==> config.mk <==
export PLATFORM = sky130hd
export DESIGN_NAME = uart_cmd_deframer
export DESIGN_NICKNAME = d
export VERILOG_FILES = /design/src/rtl/pump_probe_pkg.sv /design/src/rtl/uart_byte_timeout.sv /design/src/rtl/uart_cmd_deframer.sv
export SDC_FILE = /design/constraint.sdc
export NUM_CORES = 1
export LEC_CHECK = 0
export ABC_CLOCK_PERIOD_IN_PS = 3300
export CORE_MARGIN = 5
export CORE_UTILIZATION = 45
export CTS_BUF_LIST = sky130_fd_sc_hd__clkbuf_4 sky130_fd_sc_hd__clkbuf_8 sky130_fd_sc_hd__clkbuf_16
export DETAILED_ROUTE_END_ITERATION = 6
export PLACE_DENSITY = 0.67
export SYNTH_ARGS = -nofsm -noshare
export SYNTH_HDL_FRONTEND = slang
export SYNTH_HIERARCHICAL = 1
export SYNTH_SLANG_ARGS = --single-unit
==> constraint.sdc <==
create_clock -name clk -period 3.3 [get_ports clk]
set_input_delay 0.66 -clock clk [delete_from_list [all_inputs] [get_ports clk]]
set_output_delay 0.66 -clock clk [all_outputs]
set_load 0.01 [all_outputs]
==> src/rtl/pump_probe_pkg.sv <==
// Shared constants and state encoding for the pump-probe host command path.
package pump_probe_pkg;

    localparam logic [7:0] CONT_DELAY     = 8'd0;
    localparam logic [7:0] CONT_PERIOD    = 8'd1;
    localparam logic [7:0] CONT_PUMP      = 8'd2;
    localparam logic [7:0] CONT_PROBE     = 8'd3;
    localparam logic [7:0] CONT_TOG_PUMP  = 8'd4;
    localparam logic [7:0] CONT_ATT       = 8'd5;
    localparam logic [7:0] CONT_READ_TEST = 8'd6;

    localparam int FRAME_LEN = 5;

    typedef enum logic [1:0] {
        COLLECT = 2'd0,
        HOLD    = 2'd1,
        ECHO    = 2'd2
    } state_e;

endpackage

==> src/rtl/uart_byte_timeout.sv <==
// Saturating inter-byte idle counter; expire strobes once the count reaches TIMEOUT_CYCLES-1.
module uart_byte_timeout #(
    parameter int TIMEOUT_CYCLES = 120000
) (
    input  logic clk,
    input  logic reset,
    input  logic clr,
    input  logic en,
    output logic expire
);

    localparam int CNT_W = (TIMEOUT_CYCLES > 2) ? $clog2(TIMEOUT_CYCLES) : 1;
    localparam logic [CNT_W-1:0] LAST = CNT_W'(TIMEOUT_CYCLES - 1);

    logic [CNT_W-1:0] cnt_q, cnt_d;

    always_comb begin
        cnt_d = cnt_q;
        if (clr || !en)
            cnt_d = '0;
        else if (cnt_q != LAST)
            cnt_d = cnt_q + CNT_W'(1);
    end

    // A byte arriving in the expiry cycle takes priority over the timeout.
    assign expire = en && !clr && (cnt_q == LAST);

    always_ff @(posedge clk or posedge reset) begin
        if (reset)
            cnt_q <= '0;
        else
            cnt_q <= cnt_d;
    end

endmodule

==> src/rtl/uart_cmd_deframer.sv <==
// Assembles 4 data bytes + 1 control byte into a checksummed command word with valid/ready.
// Define CMD_ECHO_EN to echo the checksum back over the UART after each accepted command.
module uart_cmd_deframer
    import pump_probe_pkg::*;
#(
    parameter int TIMEOUT_CYCLES = 120000,
    parameter int DATA_BYTES     = 4
) (
    input  logic                    clk,
    input  logic                    reset,
    input  logic                    received,
    input  logic [7:0]              rx_byte,
    input  logic                    recv_error,
    output logic                    cmd_valid,
    input  logic                    cmd_ready,
    output logic [7:0]              cmd_code,
    output logic [8*DATA_BYTES-1:0] cmd_data,
    output logic [7:0]              cmd_check,
    output logic                    frame_err,
    output logic                    transmit,
    output logic [7:0]              tx_byte,
    input  logic                    is_transmitting
);

    localparam int IDX_W = $clog2(DATA_BYTES + 1);
    localparam logic [IDX_W-1:0] LAST_IDX = IDX_W'(DATA_BYTES);

    state_e                  state_q, state_d;
    logic [IDX_W-1:0]        byte_idx_q, byte_idx_d;
    logic [7:0]              sum_q, sum_d;
    logic [8*DATA_BYTES-1:0] data_q, data_d;
    logic [8*DATA_BYTES-1:0] cmd_data_q, cmd_data_d;
    logic [7:0]              cmd_code_q, cmd_code_d;
    logic [7:0]              cmd_check_q, cmd_check_d;
    logic                    cmd_valid_q, cmd_valid_d;
    logic                    frame_err_q, frame_err_d;
    logic                    received_q;
    logic                    byte_stb, tmo_en, tmo_expire;

`ifdef CMD_ECHO_EN
    logic [1:0] echo_ph_q, echo_ph_d;
    logic       transmit_q, transmit_d;
    logic [7:0] tx_byte_q, tx_byte_d;
`endif

    assign byte_stb = received & ~received_q;
    assign tmo_en   = (state_q == COLLECT) && (byte_idx_q != '0);

    uart_byte_timeout #(.TIMEOUT_CYCLES(TIMEOUT_CYCLES)) u_tmo (
        .clk    (clk),
        .reset  (reset),
        .clr    (byte_stb),
        .en     (tmo_en),
        .expire (tmo_expire)
    );

    always_comb begin
        state_d     = state_q;
        byte_idx_d  = byte_idx_q;
        sum_d       = sum_q;
        data_d      = data_q;
        cmd_data_d  = cmd_data_q;
        cmd_code_d  = cmd_code_q;
        cmd_check_d = cmd_check_q;
        cmd_valid_d = cmd_valid_q;
        frame_err_d = 1'b0;
`ifdef CMD_ECHO_EN
        echo_ph_d   = echo_ph_q;
        transmit_d  = 1'b0;
        tx_byte_d   = tx_byte_q;
`endif
        case (state_q)
            COLLECT: begin
                // A framing error always swallows a coincident byte.
                if (recv_error) begin
                    if (byte_idx_q != '0) begin
                        byte_idx_d  = '0;
                        sum_d       = '0;
                        frame_err_d = 1'b1;
                    end
                end else if (byte_stb) begin
                    if (byte_idx_q != LAST_IDX) begin
                        for (int i = 0; i < DATA_BYTES; i++)
                            if (byte_idx_q == IDX_W'(i))
                                data_d[8*i +: 8] = rx_byte;
                        sum_d      = sum_q + rx_byte;
                        byte_idx_d = byte_idx_q + IDX_W'(1);
                    end else begin
                        cmd_data_d  = data_q;
                        cmd_code_d  = rx_byte;
                        cmd_check_d = sum_q;
                        cmd_valid_d = 1'b1;
                        byte_idx_d  = '0;
                        sum_d       = '0;
                        state_d     = HOLD;
                    end
                end else if (tmo_expire) begin
                    byte_idx_d  = '0;
                    sum_d       = '0;
                    frame_err_d = 1'b1;
                end
            end
            HOLD: begin
                if (byte_stb)
                    frame_err_d = 1'b1;
                if (cmd_valid_q && cmd_ready) begin
                    cmd_valid_d = 1'b0;
`ifdef CMD_ECHO_EN
                    state_d     = ECHO;
                    echo_ph_d   = 2'd0;
`else
                    state_d     = COLLECT;
`endif
                end
            end
`ifdef CMD_ECHO_EN
            ECHO: begin
                if (byte_stb)
                    frame_err_d = 1'b1;
                case (echo_ph_q)
                    2'd0: if (!is_transmitting) begin
                        transmit_d = 1'b1;
                        tx_byte_d  = cmd_check_q;
                        echo_ph_d  = 2'd1;
                    end
                    2'd1: if (is_transmitting) echo_ph_d = 2'd2;
                    default: if (!is_transmitting) begin
                        echo_ph_d = 2'd0;
                        state_d   = COLLECT;
                    end
                endcase
            end
`endif
            default: state_d = COLLECT;
        endcase
    end

    always_ff @(posedge clk or posedge reset) begin
        if (reset) begin
            state_q     <= COLLECT;
            byte_idx_q  <= '0;
            sum_q       <= '0;
            data_q      <= '0;
            cmd_data_q  <= '0;
            cmd_code_q  <= '0;
            cmd_check_q <= '0;
            cmd_valid_q <= 1'b0;
            frame_err_q <= 1'b0;
            received_q  <= 1'b0;
        end else begin
            state_q     <= state_d;
            byte_idx_q  <= byte_idx_d;
            sum_q       <= sum_d;
            data_q      <= data_d;
            cmd_data_q  <= cmd_data_d;
            cmd_code_q  <= cmd_code_d;
            cmd_check_q <= cmd_check_d;
            cmd_valid_q <= cmd_valid_d;
            frame_err_q <= frame_err_d;
            received_q  <= received;
        end
    end

    assign cmd_valid = cmd_valid_q;
    assign cmd_code  = cmd_code_q;
    assign cmd_data  = cmd_data_q;
    assign cmd_check = cmd_check_q;
    assign frame_err = frame_err_q;

`ifdef CMD_ECHO_EN
    always_ff @(posedge clk or posedge reset) begin
        if (reset) begin
            echo_ph_q  <= 2'd0;
            transmit_q <= 1'b0;
            tx_byte_q  <= '0;
        end else begin
            echo_ph_q  <= echo_ph_d;
            transmit_q <= transmit_d;
            tx_byte_q  <= tx_byte_d;
        end
    end

    assign transmit = transmit_q;
    assign tx_byte  = tx_byte_q;
`else
    logic unused_is_transmitting;
    assign unused_is_transmitting = is_transmitting;
    assign transmit = 1'b0;
    assign tx_byte  = 8'd0;
`endif

endmodule

Word-level counts from Yosys, hierarchy flattened. Cells that the tools add are included.

Reductions and logical operators: 21. Multiplexer cells: 28. Add/subtract/negate cells: 3. Equal/unequal tests: 12. Bitwise logic cells: 4.

Operator list (number): two-way mux 8 bit (5); two-way mux 17 bit (2); AND reduction 5 bit (5); adder 17 x 1 -> 17 bit, second input constant (1); == test 17 bit, second input constant (1); inequality test 17 bit, second input constant (1); two-way mux 3 bit (5); two-way mux 1 bit (9); adder 8 bit (1); two-way mux 2 bit (4); AND reduction 4 bit (2); == test 3 x 2 -> 1 bit, second input constant (2); inequality test 2 bit, second input constant (3); nonzero test 3 bit (2); logical AND 1 bit (4); inequality test 2 x 1 -> 1 bit, second input constant (2); one-hot mux 1 bit (2 select lines) (2); one-hot mux 2 bit (2 select lines) (1); nonzero test 2 bit (2); adder 3 x 1 -> 3 bit, second input constant (1); == test 3 x 1 -> 1 bit, second input constant (1); zero test 3 bit (1); inequality test 3 bit, second input constant (1); NOT 1 bit (3); other kinds (6) (7).

Input bits: 14. Word-level logic and storage cells: 82. Register bits: 113.

Depth between registers and ports, before layout.
Depth in word-level cells: 9. Gate-level depth with buffers: 10.

Cells and area by module. Netlist, hierarchy kept.

Modules (own cells, without submodules): uart_cmd_deframer (times used 1, area each 3967.6 µm², cells an instance 275, sequential area each 2352.3 µm²); uart_byte_timeout (times used 1, area each 897.1 µm², cells an instance 93, sequential area each 425.4 µm²).

Worst setup path before layout. No wires, ideal clock.

Path type: register to register. Start: register u_tmo.cnt_q[13]. End: register byte_idx_q[1]. Setup time: 0.121 ns. Stages on the path, launching flop included: 8. Arrival time: 2.087 ns. Required time: 3.179 ns. Setup slack: 1.092 ns. Cell sequence: dfrtp_1 > or4b_4 > nor4_4 > and3_2 > o21a_1 > a21oi_1 > buf_2 > a22o_1.

Cells in the longest elaborated chain, start to end: 4.

Ends and longest elaborated chain: from (decl) (line uart_byte_timeout.sv:15) `logic [CNT_W-1:0] cnt_q, cnt_d;`; from (signal assigned) (line uart_byte_timeout.sv:32) `cnt_q <= cnt_d;`; == test 17 bit (line uart_byte_timeout.sv:26) `assign expire = en && !clr && (cnt_q == LAST);`; logical AND 1 bit (line uart_byte_timeout.sv:26); named net tmo_expire (line uart_cmd_deframer.sv:38) `logic byte_stb, tmo_en, tmo_expire;`; nonzero test 3 bit (no line); AND reduction 3 bit (no line); to (signal assigned) (line uart_cmd_deframer.sv:152) `byte_idx_q <= byte_idx_d;`; to (decl) (line uart_cmd_deframer.sv:29) `logic [IDX_W-1:0] byte_idx_q, byte_idx_d;`.

The timed path passes the listed nets, and every way through them passes these cells. A chain may end at the register's enable or synchronous reset.

Final worst setup path.
Start: input rx_byte[1]. End: register sum_q[7].

Cells in the longest elaborated chain, start to end: 4.

Ends and longest elaborated chain: from (decl) (line uart_cmd_deframer.sv:12) `input logic [7:0] rx_byte,`; adder 8 bit (line uart_cmd_deframer.sv:86) `sum_d = sum_q + rx_byte;`; two-way mux 8 bit (line uart_cmd_deframer.sv:82) `if (byte_idx_q != LAST_IDX) begin`; two-way mux 8 bit (line uart_cmd_deframer.sv:81) `end else if (byte_stb) begin`; two-way mux 8 bit (line uart_cmd_deframer.sv:75) `if (recv_error) begin`; to (signal assigned) (line uart_cmd_deframer.sv:153) `sum_q <= sum_d;`; to (decl) (line uart_cmd_deframer.sv:30) `logic [7:0] sum_q, sum_d;`.

No other way between the ends.

==> impl_metrics.yaml <==
worst_setup_path:
  worstPathMaxFanout: 7
  arrival_ps: 2710
  critical_path_class: "primary input to flip-flop"
  path_buf_inv: 1
  worstSetupEndpointType: "flip-flop"
  slowest_stage: "clkdlybuf4s50_1"
  crit_family: "compound AO/OA/AOI/OAI gates"
  crit_chain: "clkdlybuf4s50_1 > ha_1 > a211o_1 > a211oi_1 > o211ai_1 > a211o_1 > nand3_1"
  required_ps: 3620
  max_stage_delay_ps: 690
  startpoint_type: "primary input"
  critPathMostFrequentCell: "a211o_1"
synth:
  synth_edf_count: 0
  ys_seq_elements: 111
  synth-xor-area-share: 0.0288
  synth_top_family_by_area: "multiplexers"
  synthAdderAreaFrac: 0.0376
  netlist_area_mm2: 0.00486
  synth.top_cell.area_share: 0.571
  synth_cell_types: 47
  synth_warnings: 6
  ys_async_sr_fraction: 1.00
  synth_top_cell_by_area: "dfrtp_1"
  synth_compound_area_frac: 0.0566
  synth-simple-area-share: 0.0851
  synthMuxAreaShare: 0.185
  synth_area_leaders: "dfrtp_1 (57%), mux2_2 (14%), mux2_1 (4.6%), ha_1 (3.3%), xnor2_1 (2.2%)"
  syn_avg_cell_area_um2: 13.2
  synthCells: 368
  synth-main-ff-cell: "dfrtp_1"
  seq_area_frac_synth: 0.571
final_layout:
  fin_nets: 465
  design_area_mm2: 0.00582
  n_fill_cell: 926
  area_growth_syn_to_layout_pct: 19.6
  mostFrequentLayoutCell: "dfrtp_1"
  drive_above_1_share: 0.224
  diodes: 0
  layout_common_cells: "dfrtp_1 (111), clkdlybuf4s50_1 (62), mux2_2 (60)"
placement:
  pre_cts_ws_ps: 475
  dpl_cell_area_mm2: 0.00563
  gp_congestion: 0.817
  portBuffers: 62
  dp_hpwl_um: 6540
timing:
  maxSlewHeadroom: 0.559
  clock_skew_ps: 11.7
  final.setup.tns_ps: 0
  setup_violations: 0
  tightest_slew_ps: 661
  fmax_mhz: 418
  final.setup.worst_slack_ps: 905
  rsz0062_at_grt: "false"
  hold_viol_final: 0
  slew_violations: 0
  layout_worst_path_cycle_share: 0.726
  period_needed_ps: 2390
flow_run:
  cap_violations: 0
grt:
  grt_max_degree: 54
  grt_pass1_vias: 3117
  gr-total-overflow: 0
  antenna_found_initial: 0
  grt_pass1_wl_um: 16000
  gr-usage-all-layers: 0.158
floorplanning:
  initial_core_util: 0.455
  die_area_mm2: 0.0130
  die_y_um: 114
  io_pins: 73
  rows: 38
  fp.dieW_um: 114
  core_mm2: 0.0107
route:
  wl_per_cell_um: 16.3
  vias_per_cell: 5.12
  drt-total-wl_um: 9470
  vias: 2977
  dr.pass1.iters: 4
  drt_iter0_markers: 90
  drc: 0
  ant_nets: 0
cts:
  cts_sinks: 111
  ctsResizeCount: 0
  clockBufferDepth: 2
  clk_pin_slew_ps: 100
  ctsHoldBuffers: 0
  cts-htree-levels: 3
  cts_made_buffers: 9
  cts_tree: "done"
  clockRootBuffer: "clkbuf_8"
  clock_latency_ps: 390
  cts_setup_buffers: 0
power_and_ir_drop:
  power_mw: 3.55
  p_leak_nw: 2.69
  powerDensity_mw_per_mm2: 610
  vdd_drop_max_uv: 336
outcome:
  status: "finished, final reports clean"
min_path:
  hp-class: "flip-flop to flip-flop"
==> logic make-up after synthesis <==
group / after synthesis
AOI/OAI and AO/OA: 41
xor gates and xnor gates: 16
adders and majority gates: 14
buffers and inverters: 30
DFF: 111
muxes: 80
other: 1
and+or+nand+nor: 75
==> cells in the mapped netlist (4+ instances only) <==
cell	number
xnor2_1	12
mux2_1	20
nand3_1	9
ha_1	13
buf_2	4
mux2_2	60
buf_4	10
nand4_1	7
nor2_1	10
nand2_2	5
a21oi_1	7
dfrtp_1	111
nor4_1	4
inv_1	11
nand2_1	17
nor3_1	5
o21ai_0	13
xor2_1	4
==> worst register-to-register path, delay by kind of cell (launching register included) <==
family	cells	cell delay [ps]
simple gates	3	1250
flops	1	450
compound gates	3	390
buf+inv	1	190
==> per-layer routing <==
layer / wire [µm] / vias to the layer above / track usage
met4: 167 / 0 / 0.0641
met3: 480 / 11 / 0.0430
met2: 4300 / 57 / 0.237
li1: - / 1424 / -
met5: 0 / - / 0
met1: 4530 / 1485 / 0.218
==> power by group <==
part           total (mW)  internal, mW  switching, mW
Clock               0.786         0.307          0.479
Combinational       0.918         0.488          0.430
Sequential           1.84          1.67          0.177
==> worst paths after layout <==
| kind | slack [ps] | depth (start not counted) | endpoint | start |
|---|---|---|---|---|
| setup / recovery | 910 | 7 | sum_q[7] | rx_byte[1] |
| hold / removal | 500 | 1 | cmd_check[1] | cmd_check[1] |
| setup reg to reg | 920 | 7 | sum_q[1] | u_tmo/cnt_q[13] |
| hold reg to reg | 500 | 1 | cmd_check[1] | cmd_check[1] |
| max in group asynchronous | 1890 | 3 | cmd_data[20] | reset |
| min in group asynchronous | 740 | 2 | frame_err | reset |
==> metrics by stage <==
| step | util | instances | hold WS, ps |
|---|---|---|---|
| final | 0.544 | 582 | 496 |
| after floorplan | - | 376 | 459 |
| after detailed placement | 0.526 | 566 | 474 |
| after global placement | 0.526 | 566 | 468 |
| after global routing | 0.544 | 582 | 525 |
| after CTS | 0.544 | 582 | 502 |
==> layout make-up <==
class	count	area (µm²)	area share
clock buffers	10	138	0.0237
clock inverters	6	51.3	0.00882
inverters	12	47.5	0.00817
multi-input cells	235	1950	0.335
flip-flops and latches	111	2780	0.477
well taps	140	175	0.0301
repair buffers	68	678	0.117
==> registers in the layout, summed over array words and instances (netlist names) <==
signal,cells
cmd_data,32
received_q,1
sum_q,8
data_q,32
u_tmo/cnt_q,17
cmd_check,8
frame_err,1
cmd_code,8
cmd_valid,1
byte_idx_q,3
(Power assumes the default switching activity.)
